File: src/rtl/interboard_pkg.sv
// interboard_pkg: shared types and helpers for the interboard link.
//   - TX/RX state enums
//   - clog2 used to size word indices and timeout counters
//   - checksum word index / frame length helpers
// Optional feature macro: INTERBOARD_CHECKSUM_EN (adds one XOR word per frame).
package interboard_pkg;

  typedef enum logic [1:0] {TX_IDLE, TX_SETUP, TX_REQ, TX_REL} tx_state_e;
  typedef enum logic       {RX_WAIT_REQ, RX_ACK}               rx_state_e;

  // Ceil(log2(v)), never less than 1 so that counters always have a bit.
  function automatic int unsigned clog2(input int unsigned v);
    int unsigned r;
    r = 0;
    while ((r < 32) && ((64'd1 << r) < 64'(v))) r++;
    return (r == 0) ? 32'd1 : r;
  endfunction

  // The checksum word follows the last payload word.
  function automatic int unsigned chk_word_idx(input int unsigned msg_words);
    return msg_words;
  endfunction

  // Words moved per frame, including the checksum word when enabled.
  function automatic int unsigned frame_words(input int unsigned msg_words);
`ifdef INTERBOARD_CHECKSUM_EN
    return msg_words + 1;
`else
    return msg_words;
`endif
  endfunction

endpackage

File: src/rtl/interboard_sync.sv
// interboard_sync: STAGES-deep flip-flop synchroniser for one asynchronous bit.
//   clk  : system clock
//   rst  : synchronous active-high reset, clears all stages to 0
//   d_i  : asynchronous input
//   q_o  : synchronised output (STAGES cycles of latency)
module interboard_sync #(
  parameter int unsigned STAGES = 2
) (
  input  logic clk,
  input  logic rst,
  input  logic d_i,
  output logic q_o
);

  logic [STAGES-1:0] ff_q;

  always_ff @(posedge clk) begin
    if (rst) ff_q <= '0;
    else     ff_q <= {ff_q[STAGES-2:0], d_i};
  end

  assign q_o = ff_q[STAGES-1];

endmodule

File: src/rtl/interboard_link_n.sv
// interboard_link_n: full-duplex 4-phase Request/Ack frame link between boards.
// A frame of MSG_WORDS words (word 0 = tx_msg[DATA_W-1:0], sent first) is moved
// one DATA_W word per handshake. TX and RX channels are independent.
// Optional feature macro: INTERBOARD_CHECKSUM_EN -- TX appends the XOR of all
// payload words; RX checks it and pulses rx_err instead of rx_valid on mismatch.
// Ports:
//   clk, rst                     : clock, synchronous active-high reset
//   tx_valid/tx_msg/tx_ready     : frame submit (accepted only while tx_ready)
//   tx_done/tx_timeout           : 1-cycle completion / abort pulses
//   Request_in/Ack_in            : asynchronous peer handshake inputs
//   inter_data_in                : peer data word
//   Request_out/Ack_out          : our handshake outputs
//   inter_data_out               : our data word (held while idle)
//   rx_valid/rx_msg/rx_err       : received frame, held until next rx_valid
module interboard_link_n
  import interboard_pkg::*;
#(
  parameter int unsigned DATA_W      = 6,
  parameter int unsigned MSG_WORDS   = 4,
  parameter int unsigned TIMEOUT_CYC = 1000000,
  parameter int unsigned SYNC_STAGES = 2
) (
  input  logic                        clk,
  input  logic                        rst,
  input  logic                        tx_valid,
  input  logic [MSG_WORDS*DATA_W-1:0] tx_msg,
  output logic                        tx_ready,
  output logic                        tx_done,
  output logic                        tx_timeout,
  input  logic                        Request_in,
  input  logic                        Ack_in,
  input  logic [DATA_W-1:0]           inter_data_in,
  output logic                        Request_out,
  output logic                        Ack_out,
  output logic [DATA_W-1:0]           inter_data_out,
  output logic                        rx_valid,
  output logic [MSG_WORDS*DATA_W-1:0] rx_msg,
  output logic                        rx_err
);

  localparam int unsigned FRAME_W = frame_words(MSG_WORDS);
  localparam int unsigned IDX_W   = clog2(FRAME_W);
  localparam int unsigned CNT_W   = clog2(TIMEOUT_CYC);
  localparam logic [IDX_W-1:0] LAST_IDX = IDX_W'(FRAME_W - 1);
  localparam logic [CNT_W-1:0] TO_MAX   = CNT_W'(TIMEOUT_CYC - 1);
`ifdef INTERBOARD_CHECKSUM_EN
  localparam int unsigned CHK_IDX = chk_word_idx(MSG_WORDS);
`endif

  // Synchronised peer handshake lines.
  logic req_s, ack_s;

  interboard_sync #(.STAGES(SYNC_STAGES)) u_sync_req (
    .clk(clk), .rst(rst), .d_i(Request_in), .q_o(req_s)
  );
  interboard_sync #(.STAGES(SYNC_STAGES)) u_sync_ack (
    .clk(clk), .rst(rst), .d_i(Ack_in), .q_o(ack_s)
  );

  // ---------------- TX channel ----------------
  tx_state_e                       tx_state_q;
  logic [FRAME_W-1:0][DATA_W-1:0]  tx_frame_q, tx_frame_d;
  logic [IDX_W-1:0]                tx_wi_q;
  logic [CNT_W-1:0]                tx_cnt_q;
  logic                            tx_ready_q, tx_done_q, tx_to_q, req_q;
  logic [DATA_W-1:0]               dout_q;

  // Frame image built from tx_msg; latched as a whole on accept.
  always_comb begin
    tx_frame_d = '0;
    for (int i = 0; i < int'(MSG_WORDS); i++) begin
      tx_frame_d[i] = tx_msg[i*DATA_W +: DATA_W];
`ifdef INTERBOARD_CHECKSUM_EN
      tx_frame_d[CHK_IDX] = tx_frame_d[CHK_IDX] ^ tx_msg[i*DATA_W +: DATA_W];
`endif
    end
  end

  always_ff @(posedge clk) begin
    if (rst) begin
      tx_state_q <= TX_IDLE;
      tx_frame_q <= '0;
      tx_wi_q    <= '0;
      tx_cnt_q   <= '0;
      tx_ready_q <= 1'b1;
      tx_done_q  <= 1'b0;
      tx_to_q    <= 1'b0;
      req_q      <= 1'b0;
      dout_q     <= '0;
    end else begin
      tx_done_q <= 1'b0;
      tx_to_q   <= 1'b0;
      unique case (tx_state_q)
        TX_IDLE: if (tx_valid) begin
          tx_frame_q <= tx_frame_d;
          tx_wi_q    <= '0;
          dout_q     <= tx_frame_d[0];
          tx_ready_q <= 1'b0;
          tx_state_q <= TX_SETUP;
        end
        // Data has been on the wire for one cycle with Request low.
        TX_SETUP: begin
          req_q      <= 1'b1;
          tx_cnt_q   <= '0;
          tx_state_q <= TX_REQ;
        end
        TX_REQ: begin
          if (ack_s) begin
            req_q      <= 1'b0;
            tx_cnt_q   <= '0;
            tx_state_q <= TX_REL;
          end else if (tx_cnt_q == TO_MAX) begin
            req_q      <= 1'b0;
            tx_to_q    <= 1'b1;
            tx_ready_q <= 1'b1;
            tx_cnt_q   <= '0;
            tx_state_q <= TX_IDLE;
          end else begin
            tx_cnt_q <= tx_cnt_q + CNT_W'(1);
          end
        end
        TX_REL: begin
          if (!ack_s) begin
            tx_cnt_q <= '0;
            if (tx_wi_q == LAST_IDX) begin
              tx_done_q  <= 1'b1;
              tx_ready_q <= 1'b1;
              tx_state_q <= TX_IDLE;
            end else begin
              tx_wi_q    <= tx_wi_q + IDX_W'(1);
              dout_q     <= tx_frame_q[tx_wi_q + IDX_W'(1)];
              tx_state_q <= TX_SETUP;
            end
          end else if (tx_cnt_q == TO_MAX) begin
            tx_to_q    <= 1'b1;
            tx_ready_q <= 1'b1;
            tx_cnt_q   <= '0;
            tx_state_q <= TX_IDLE;
          end else begin
            tx_cnt_q <= tx_cnt_q + CNT_W'(1);
          end
        end
      endcase
    end
  end

  // ---------------- RX channel ----------------
  rx_state_e                       rx_state_q;
  logic [FRAME_W-1:0][DATA_W-1:0]  rx_slot_q;
  logic [IDX_W-1:0]                rx_ri_q;
  logic [CNT_W-1:0]                rx_cnt_q;
  logic                            ack_q, rx_valid_q;
  logic [MSG_WORDS*DATA_W-1:0]     rx_msg_q;

`ifdef INTERBOARD_CHECKSUM_EN
  logic              rx_err_q;
  logic [DATA_W-1:0] rx_sum;

  always_comb begin
    rx_sum = '0;
    for (int i = 0; i < int'(MSG_WORDS); i++) rx_sum = rx_sum ^ rx_slot_q[i];
  end
`endif

  always_ff @(posedge clk) begin
    if (rst) begin
      rx_state_q <= RX_WAIT_REQ;
      rx_slot_q  <= '0;
      rx_ri_q    <= '0;
      rx_cnt_q   <= '0;
      ack_q      <= 1'b0;
      rx_valid_q <= 1'b0;
      rx_msg_q   <= '0;
`ifdef INTERBOARD_CHECKSUM_EN
      rx_err_q   <= 1'b0;
`endif
    end else begin
      rx_valid_q <= 1'b0;
`ifdef INTERBOARD_CHECKSUM_EN
      rx_err_q   <= 1'b0;
`endif
      unique case (rx_state_q)
        RX_WAIT_REQ: begin
          if (req_s) begin
            // Request has passed the synchroniser, so data is long stable.
            rx_slot_q[rx_ri_q] <= inter_data_in;
            ack_q              <= 1'b1;
            rx_cnt_q           <= '0;
            rx_state_q         <= RX_ACK;
          end else if (rx_ri_q != '0) begin
            // Mid-frame gap: give up on the partial frame after the timeout.
            if (rx_cnt_q == TO_MAX) begin
              rx_ri_q  <= '0;
              rx_cnt_q <= '0;
            end else begin
              rx_cnt_q <= rx_cnt_q + CNT_W'(1);
            end
          end
        end
        RX_ACK: begin
          if (!req_s) begin
            ack_q      <= 1'b0;
            rx_cnt_q   <= '0;
            rx_state_q <= RX_WAIT_REQ;
            if (rx_ri_q == LAST_IDX) begin
              rx_ri_q <= '0;
`ifdef INTERBOARD_CHECKSUM_EN
              if (rx_sum == rx_slot_q[CHK_IDX]) begin
                rx_valid_q <= 1'b1;
                rx_msg_q   <= rx_slot_q[MSG_WORDS-1:0];
              end else begin
                rx_err_q <= 1'b1;
              end
`else
              rx_valid_q <= 1'b1;
              rx_msg_q   <= rx_slot_q[MSG_WORDS-1:0];
`endif
            end else begin
              rx_ri_q <= rx_ri_q + IDX_W'(1);
            end
          end else if (rx_cnt_q == TO_MAX) begin
            ack_q      <= 1'b0;
            rx_ri_q    <= '0;
            rx_cnt_q   <= '0;
            rx_state_q <= RX_WAIT_REQ;
          end else begin
            rx_cnt_q <= rx_cnt_q + CNT_W'(1);
          end
        end
      endcase
    end
  end

  assign tx_ready       = tx_ready_q;
  assign tx_done        = tx_done_q;
  assign tx_timeout     = tx_to_q;
  assign Request_out    = req_q;
  assign inter_data_out = dout_q;
  assign Ack_out        = ack_q;
  assign rx_valid       = rx_valid_q;
  assign rx_msg         = rx_msg_q;
`ifdef INTERBOARD_CHECKSUM_EN
  assign rx_err         = rx_err_q;
`else
  assign rx_err         = 1'b0;
`endif

endmodule

File: config.mk
export PLATFORM = sky130hd
export DESIGN_NAME = interboard_link_n
export DESIGN_NICKNAME = d
export VERILOG_FILES = /design/src/rtl/interboard_pkg.sv /design/src/rtl/interboard_sync.sv /design/src/rtl/interboard_link_n.sv
export SDC_FILE = /design/constraint.sdc
export NUM_CORES = 1
export LEC_CHECK = 0
export ABC_CLOCK_PERIOD_IN_PS = 1900
export CAP_MARGIN = 40
export CORE_UTILIZATION = 50
export DETAILED_ROUTE_END_ITERATION = 12
export PLACE_DENSITY = 0.87
export SETUP_SLACK_MARGIN = 0.5
export SKIP_LAST_GASP = 1
export SLEW_MARGIN = 25
export SYNTH_ARGS = -nofsm -noshare
export SYNTH_HDL_FRONTEND = slang
export SYNTH_SLANG_ARGS = --single-unit
File: constraint.sdc
create_clock -name clk -period 1.9 [get_ports clk]
set_input_delay 0.38 -clock clk [delete_from_list [all_inputs] [get_ports clk]]
set_output_delay 0.38 -clock clk [all_outputs]
set_load 0.1 [all_outputs]
Word level (Yosys, flattened, before mapping)

Cells that the tools add are included.

$lt $le $gt $ge: 3
Muxes and demuxes: 57
Equality and inequality tests: 18
Bitwise logic cells: 3
$add $sub $neg: 4
Reductions and logical operators: 17

Operators by type and width:

| cell                                                | number |
|---|---|
| 2-to-1 mux 20 bit                                   | 7 |
| case mux 20 bit (3 select lines)                    | 1 |
| adder 20 x 1 -> 20 bit (second input constant)      | 2 |
| == test 20 bit (second input constant)              | 2 |
| case mux 20 bit (2 select lines)                    | 1 |
| 2-to-1 mux 6 bit                                    | 5 |
| bitwise mux 24 bit                                  | 1 |
| 2-to-1 mux 2 bit                                    | 12 |
| 2-to-1 mux 1 bit                                    | 19 |
| binary-select mux 6 bit (select 2 bit)              | 1 |
| demux 6 bit (select 2 bit)                          | 1 |
| != test 2 bit (second input constant)               | 6 |
| case mux 6 bit (2 select lines)                     | 1 |
| AND reduction 2 bit                                 | 5 |
| != test 3 x 2 -> 1 bit (second input constant)      | 3 |
| == test 2 bit (second input constant)               | 4 |
| case mux 1 bit (2 select lines)                     | 4 |
| case mux 2 bit (2 select lines)                     | 2 |
| case mux 2 bit (4 select lines)                     | 1 |
| AND reduction 4 bit                                 | 2 |
| < comparator 2 x 3 -> 1 bit (second input constant) | 2 |
| nonzero test 2 bit                                  | 3 |
| nonzero test 3 bit                                  | 2 |
| OR reduction 3 bit                                  | 2 |
| 10 further kinds                                    | 13 |

Register bits: 135
Output and inout bits: 37
Word-level logic and storage cells: 126
Input bits: 35

Logic depth before layout (Yosys ltp)

Gate-level depths: netlist of run 1.

Word-level depth: 6
Depth in mapped cells: 9
Mapped depth without buffers: 7

By module

A second synthesis of run 1 with hierarchy kept.

Cells, all modules: 666
Area total of the unflattened synthesis: 5652.9 µm²

By module, submodules not included:

| module            | instances | cells each | area each (µm²) | sequential area each (µm²) |
|---|---|---|---|---|
| interboard_link_n | 1         | 658        | 5547.8          | 2622.5 |
| interboard_sync   | 2         | 4          | 52.6            | 40.0 |

Worst setup path after synthesis of run 1

Ideal clock, no wire load.

Path type: reg2reg
From: register rx_ri_q[0]
To: register rx_cnt_q[14]
Period minus slack after synthesis: 1.919 ns
Arrival time: 1.849 ns
Buffers on the path: 2
Setup slack: -0.019 ns
Setup time: 0.070 ns
Cell stages (with the launch flop): 9
Data required time: 1.830 ns
Cells stage by stage: dfxtp_1 inv_1 ha_1 buf_2 or3b_2 clkbuf_1 nand4_1 or3_1 a21oi_1

Word-level cells in the longest chain between the ends: 2

Ends and longest elaborated chain:

| element                                 | RTL line                 | text |
|---|---|---|
| start: declaration                      | interboard_link_n.sv:150 | `logic [IDX_W-1:0] rx_ri_q;` |
| start signal: assignment                | interboard_link_n.sv:219 | `rx_ri_q <= rx_ri_q + IDX_W'(1);` |
| nonzero test 2 bit                      | interboard_link_n.sv:190 | `end else if (rx_ri_q != '0) begin` |
| != test 3 x 2 -> 1 bit (no source line) | -                        |  |
| end signal: assignment                  | interboard_link_n.sv:196 | `rx_cnt_q <= rx_cnt_q + CNT_W'(1);` |
| end signal: assignment                  | interboard_link_n.sv:227 | `rx_cnt_q <= rx_cnt_q + CNT_W'(1);` |
| end: declaration                        | interboard_link_n.sv:151 | `logic [CNT_W-1:0] rx_cnt_q;` |

No other way between the ends.
A chain may end at the register's enable or synchronous reset.

Worst setup path after layout of run 1

From: register rx_ri_q[1]
To: register rx_cnt_q[2]

Same word-level chain as after synthesis.

==> key figures, run 1 <==
Status
  – Result of the run: finished with violations
  – Violations in the final reports: negative setup slack

Clock network
  – Count of H-tree levels built during CTS: 4
  – Root buffer cell: sky130_fd_sc_hd__clkbuf_16
  – Number of buffers created by CTS: 17
  – CTS max path bufs: 2
  – Clock net sink count: 135
  – Hold_buf cts: 0
  – CTS tree: built
  – Clock latency reported for the late side of the worst-skew pair: 0.44 ns
  – Clock-pin slew on the worst setup and hold paths: 0.06 ns

Global routing
  – Global routing usage summed across all routing layers: 32.6%
  – Initial antenna violation count: 0
  – Largest net degree at the start of global routing: 112
  – Total overflow reported by the global router: 0
  – Wire length of the first global-routing pass: 30,100 um
  – Via count of the first global-routing pass: 6,211

Logic synthesis
  – Number of enable flip-flop cells after synthesis: 0
  – Flop and latch count out of synthesis: 135
  – Synthesized area per cell: 8.24 sq um
  – Total number of yosys warnings: 0
  – Share of synthesized flip-flops with an asynchronous set or reset: 0%
  – Post-Syn Nets: 756
  – Part of the Yosys area used for sequential elements: 46.2%
  – Dominant cells by area after synthesis: sky130_fd_sc_hd__dfxtp_1, sky130_fd_sc_hd__nand2_1, sky130_fd_sc_hd__a21oi_1
  – Leading register cell type out of synthesis: sky130_fd_sc_hd__dfxtp_1
  – Most area-hungry cell type in the Yosys netlist: sky130_fd_sc_hd__dfxtp_1
  – Portion of synthesized cell area occupied by the leading cell type: 46.2%
  – Synth cell types: 62
  – Post-synthesis instance area: 5850 sq um
  – Synthesized netlist cell count: 710

Final layout
  – Fin util: 86.0%
  – Fraction of layout instances using a drive strength above 1: 47.6%
  – Final Net Count: 922
  – Number of diodes added for antenna fixing: 0
  – Layout-stage area growth over the synthesis result: 67.8%

Timing
  – Final-report max-slew violation count: 0
  – Max Clock Freq: 482 MHz
  – RSZ-0062 raised after global routing: true
  – Final Hold Fails: 0
  – Slew at the pin with the worst max-slew slack: 0.618 ns
  – Final cycle utilization of the critical path: 109%
  – Final worst-path setup slack: -0.173 ns
  – Setup TNS Final: -0.186 ns
  – Worst Skew: 0.0108 ns
  – Worst slew margin relative to its limit: 58.8%
  – Total setup violations reported at the end of the flow: 2
  – Final Critical Period: 2.07 ns

Power and ir drop
  – Share of total power in combinational logic: 36.5%
  – P_sw: 3810 uW
  – Leakage power summed over all cells: 0.00369 uW
  – Internal cell power: 6670 uW
  – Max rail drop VDD: 0.00138 V
  – Cell Pwr Density: 1070 nW/um^2
  – Sequential cell fraction of total power: 31.3%
  – Switching Share: 36.3%
  – Clk pwr share: 32.2%

Hold path
  – Class of the tightest hold or removal check: flip-flop to flip-flop

Setup path
  – Highest fanout seen on the critical path: 7
  – Required time at the worst-slack endpoint: 2.18 ns
  – Critical path start-end classification: flip-flop to flip-flop
  – Element type at the critical path end: flip-flop
  – Arr. time, crit path: 2.36 ns
  – Critical Path Start Type: flip-flop

Route
  – Avg Vias per Cell: 6.81
  – Average wire length per cell after detail routing: 26.1 um
  – Count of unresolved DRC violations after routing: 0
  – DRT iter0 DRCs: 994
  – Wire length reported by the detailed router: 26,900 um
  – Count of TritonRoute iterations in the first routing pass: 7
  – DRT antenna net count: 0
  – Vias: 7,025

Floorplan
  – Std cell rows: 39
  – Starting density of the core: 51.2%
  – Boundary pin count: 72
  – Total Die Area: 12,100 sq um
  – Horiz. Die Dim: 110 um
  – Core ar.: 11,400 sq um
  – Vertical extent of the die: 110 um

Placement
  – PortBufs: 70
  – Routability congestion estimate: 0.816
  – Placed wire-length estimate after detailed placement: 9420 um

Flow run
  – Max-cap violations: 0
-- synthesized netlist by cell type (2+ instances only) --
| library cell | count |
|---|---|
| sky130_fd_sc_hd__or4_1 | 2 |
| sky130_fd_sc_hd__nand3b_1 | 3 |
| sky130_fd_sc_hd__or3_1 | 12 |
| sky130_fd_sc_hd__nor4b_1 | 2 |
| sky130_fd_sc_hd__buf_2 | 2 |
| sky130_fd_sc_hd__mux2i_1 | 10 |
| sky130_fd_sc_hd__ha_1 | 11 |
| sky130_fd_sc_hd__nor2_1 | 30 |
| sky130_fd_sc_hd__nand4_1 | 7 |
| sky130_fd_sc_hd__and3_1 | 9 |
| sky130_fd_sc_hd__nor3_1 | 8 |
| sky130_fd_sc_hd__a311oi_1 | 2 |
| sky130_fd_sc_hd__inv_1 | 16 |
| sky130_fd_sc_hd__o211ai_1 | 2 |
| sky130_fd_sc_hd__clkbuf_1 | 31 |
| sky130_fd_sc_hd__and2_1 | 5 |
| sky130_fd_sc_hd__nand3_1 | 49 |
| sky130_fd_sc_hd__nand2b_1 | 7 |
| sky130_fd_sc_hd__o21ai_0 | 19 |
| sky130_fd_sc_hd__buf_1 | 5 |
| sky130_fd_sc_hd__a211oi_1 | 7 |
| sky130_fd_sc_hd__nand2_1 | 158 |
| sky130_fd_sc_hd__dfxtp_1 | 135 |
| sky130_fd_sc_hd__nor2b_1 | 9 |
| sky130_fd_sc_hd__a21o_1 | 2 |
| sky130_fd_sc_hd__and4_1 | 3 |
| sky130_fd_sc_hd__a31oi_1 | 7 |
| sky130_fd_sc_hd__xnor2_1 | 6 |
| sky130_fd_sc_hd__nor3b_1 | 3 |
| sky130_fd_sc_hd__mux4_2 | 6 |
| sky130_fd_sc_hd__xor2_1 | 3 |
| sky130_fd_sc_hd__nor4_1 | 5 |
| sky130_fd_sc_hd__a21oi_1 | 105 |
-- cells by family after synthesis --
logic type | Yosys count | synth area share (%)
AOI/OAI and AO/OA | 157 | 15.3
xor gates and xnor gates | 9 | 1.35
adders and majority gates | 11 | 2.35
buffers and inverters | 57 | 3.91
DFF | 135 | 46.2
muxes | 17 | 4.21
other | 1 | 0.0641
and+or+nand+nor | 323 | 26.6
-- per-layer routing --
| layer | vias to the layer above | wire (um) | global-route usage, % |
|---|---|---|---|
| li1 | 2819 | - | - |
| met5 | - | 0 | 0 |
| met2 | 630 | 12800 | 56.1 |
| met1 | 3338 | 9220 | 36.5 |
| met3 | 238 | 2370 | 9.17 |
| met4 | 0 | 2530 | 17.3 |
-- final cells by class --
| cell class | instances | area [sq um] |
|---|---|---|
| Clock buffer | 18 | 429 |
| Clock inverter | 14 | 151 |
| Fill cell | 486 | 1600 |
| Inverter | 16 | 68.8 |
| Multi-Input combinational cell | 521 | 3940 |
| Sequential cell | 135 | 2800 |
| Tap cell | 143 | 179 |
| Timing Repair Buffer | 185 | 2250 |
-- flip-flops by register name (all words and copies together) (netlist names), 6 cells and up --
name	flops
rx_msg	24
tx_cnt_q	20
rx_slot_q	24
inter_data_out	6
rx_cnt_q	20
tx_frame_q	24
-- worst max-delay path, stage by stage, from the launching register on --
cell,delay (ns)
sky130_fd_sc_hd__dfxtp_2,0.33
sky130_fd_sc_hd__inv_2,0.08
sky130_fd_sc_hd__ha_4,0.17
sky130_fd_sc_hd__or3b_4,0.45
sky130_fd_sc_hd__buf_6,0.14
sky130_fd_sc_hd__buf_6,0.12
sky130_fd_sc_hd__o21ai_2,0.06
sky130_fd_sc_hd__a21oi_1,0.12
sky130_fd_sc_hd__a311oi_1,0.43
-- worst paths after layout --
path                                      start                       endpoint  slack [ns]  cells after the start
setup / recovery        rx_ri_q[1]$_SDFFE_PP0P_       rx_cnt_q[2]$_SDFFE_PP0P_       -0.17                      8
hold / removal    u_sync_ack.ff_q[0]$_SDFF_PP0_  u_sync_ack.ff_q[1]$_SDFF_PP0_        0.47                      1
hold reg to reg   u_sync_ack.ff_q[0]$_SDFF_PP0_  u_sync_ack.ff_q[1]$_SDFF_PP0_        0.47                      1
setup reg to reg        rx_ri_q[1]$_SDFFE_PP0P_       rx_cnt_q[2]$_SDFFE_PP0P_       -0.17                      8
-- power by group through the flow --
stage | Sequential [uW] | Combinational, uW | Clock, uW
2_1_floorplan | 3750 | 1010 | 0
3_3_place_gp | 3240 | 1940 | 0
3_5_place_dp | 3260 | 1990 | 0
4_1_cts | 3210 | 2780 | 3230
5_1_grt | 3290 | 3920 | 3480
6_report | 3280 | 3820 | 3370
-- cell usage in the layout (no fill, tap or decap), drive strengths merged, types with 8 or more instances in the layout --
| cell type | netlist | routed |
|---|---|---|
| ha | 11 | 11 |
| nand2 | 158 | 158 |
| o21ai | 19 | 19 |
| and3 | 9 | 9 |
| mux2i | 10 | 10 |
| nand3 | 49 | 50 |
| a211oi | 8 | 8 |
| clkbuf | 32 | 23 |
| dfxtp | 135 | 135 |
| nor2 | 30 | 30 |
| inv | 16 | 18 |
| buf | 9 | 147 |
| clkdlybuf4s50 | 0 | 33 |
| nor2b | 9 | 9 |
| a21oi | 105 | 105 |
| nor3 | 9 | 9 |
| or3 | 12 | 12 |
-- stage by stage --
step                hold WS (ns)  setup WS [ns]  cells  total power (uW)  instance area (sq um)
CTS                        0.449          0.131    997              9230                   8600
floorplan                  0.414         0.0932    710              4750                   6080
detailed placement         0.438         0.0217    911              5250                   6920
global placement           0.416         0.0663    911              5180                   6920
finish                     0.468         -0.173   1032             10500                   9820
global route               0.468         -0.133   1032             10700                   9820
-- what timing repair did --
item,4_1_cts,5_1_grt
pin swaps,45,63
buffers inserted,46,31
gates cloned,8,4
resized for setup,172,239
setup endpoints to repair,161,162
No activity file was read; power rests on OpenSTA's default activity.
==> run 2: changes to the inputs <==
- CTS_CLUSTER_DIAMETER: not set -> 120
==> results of run 2 <==
Same layout as run 1: the final DEF is identical, and so are final timing and power.
==> run 3: changes to the inputs <==
- GPL_TIMING_DRIVEN: not set -> 1
==> results of run 3 <==
Same layout as run 1: the final DEF is identical, and so are final timing and power.
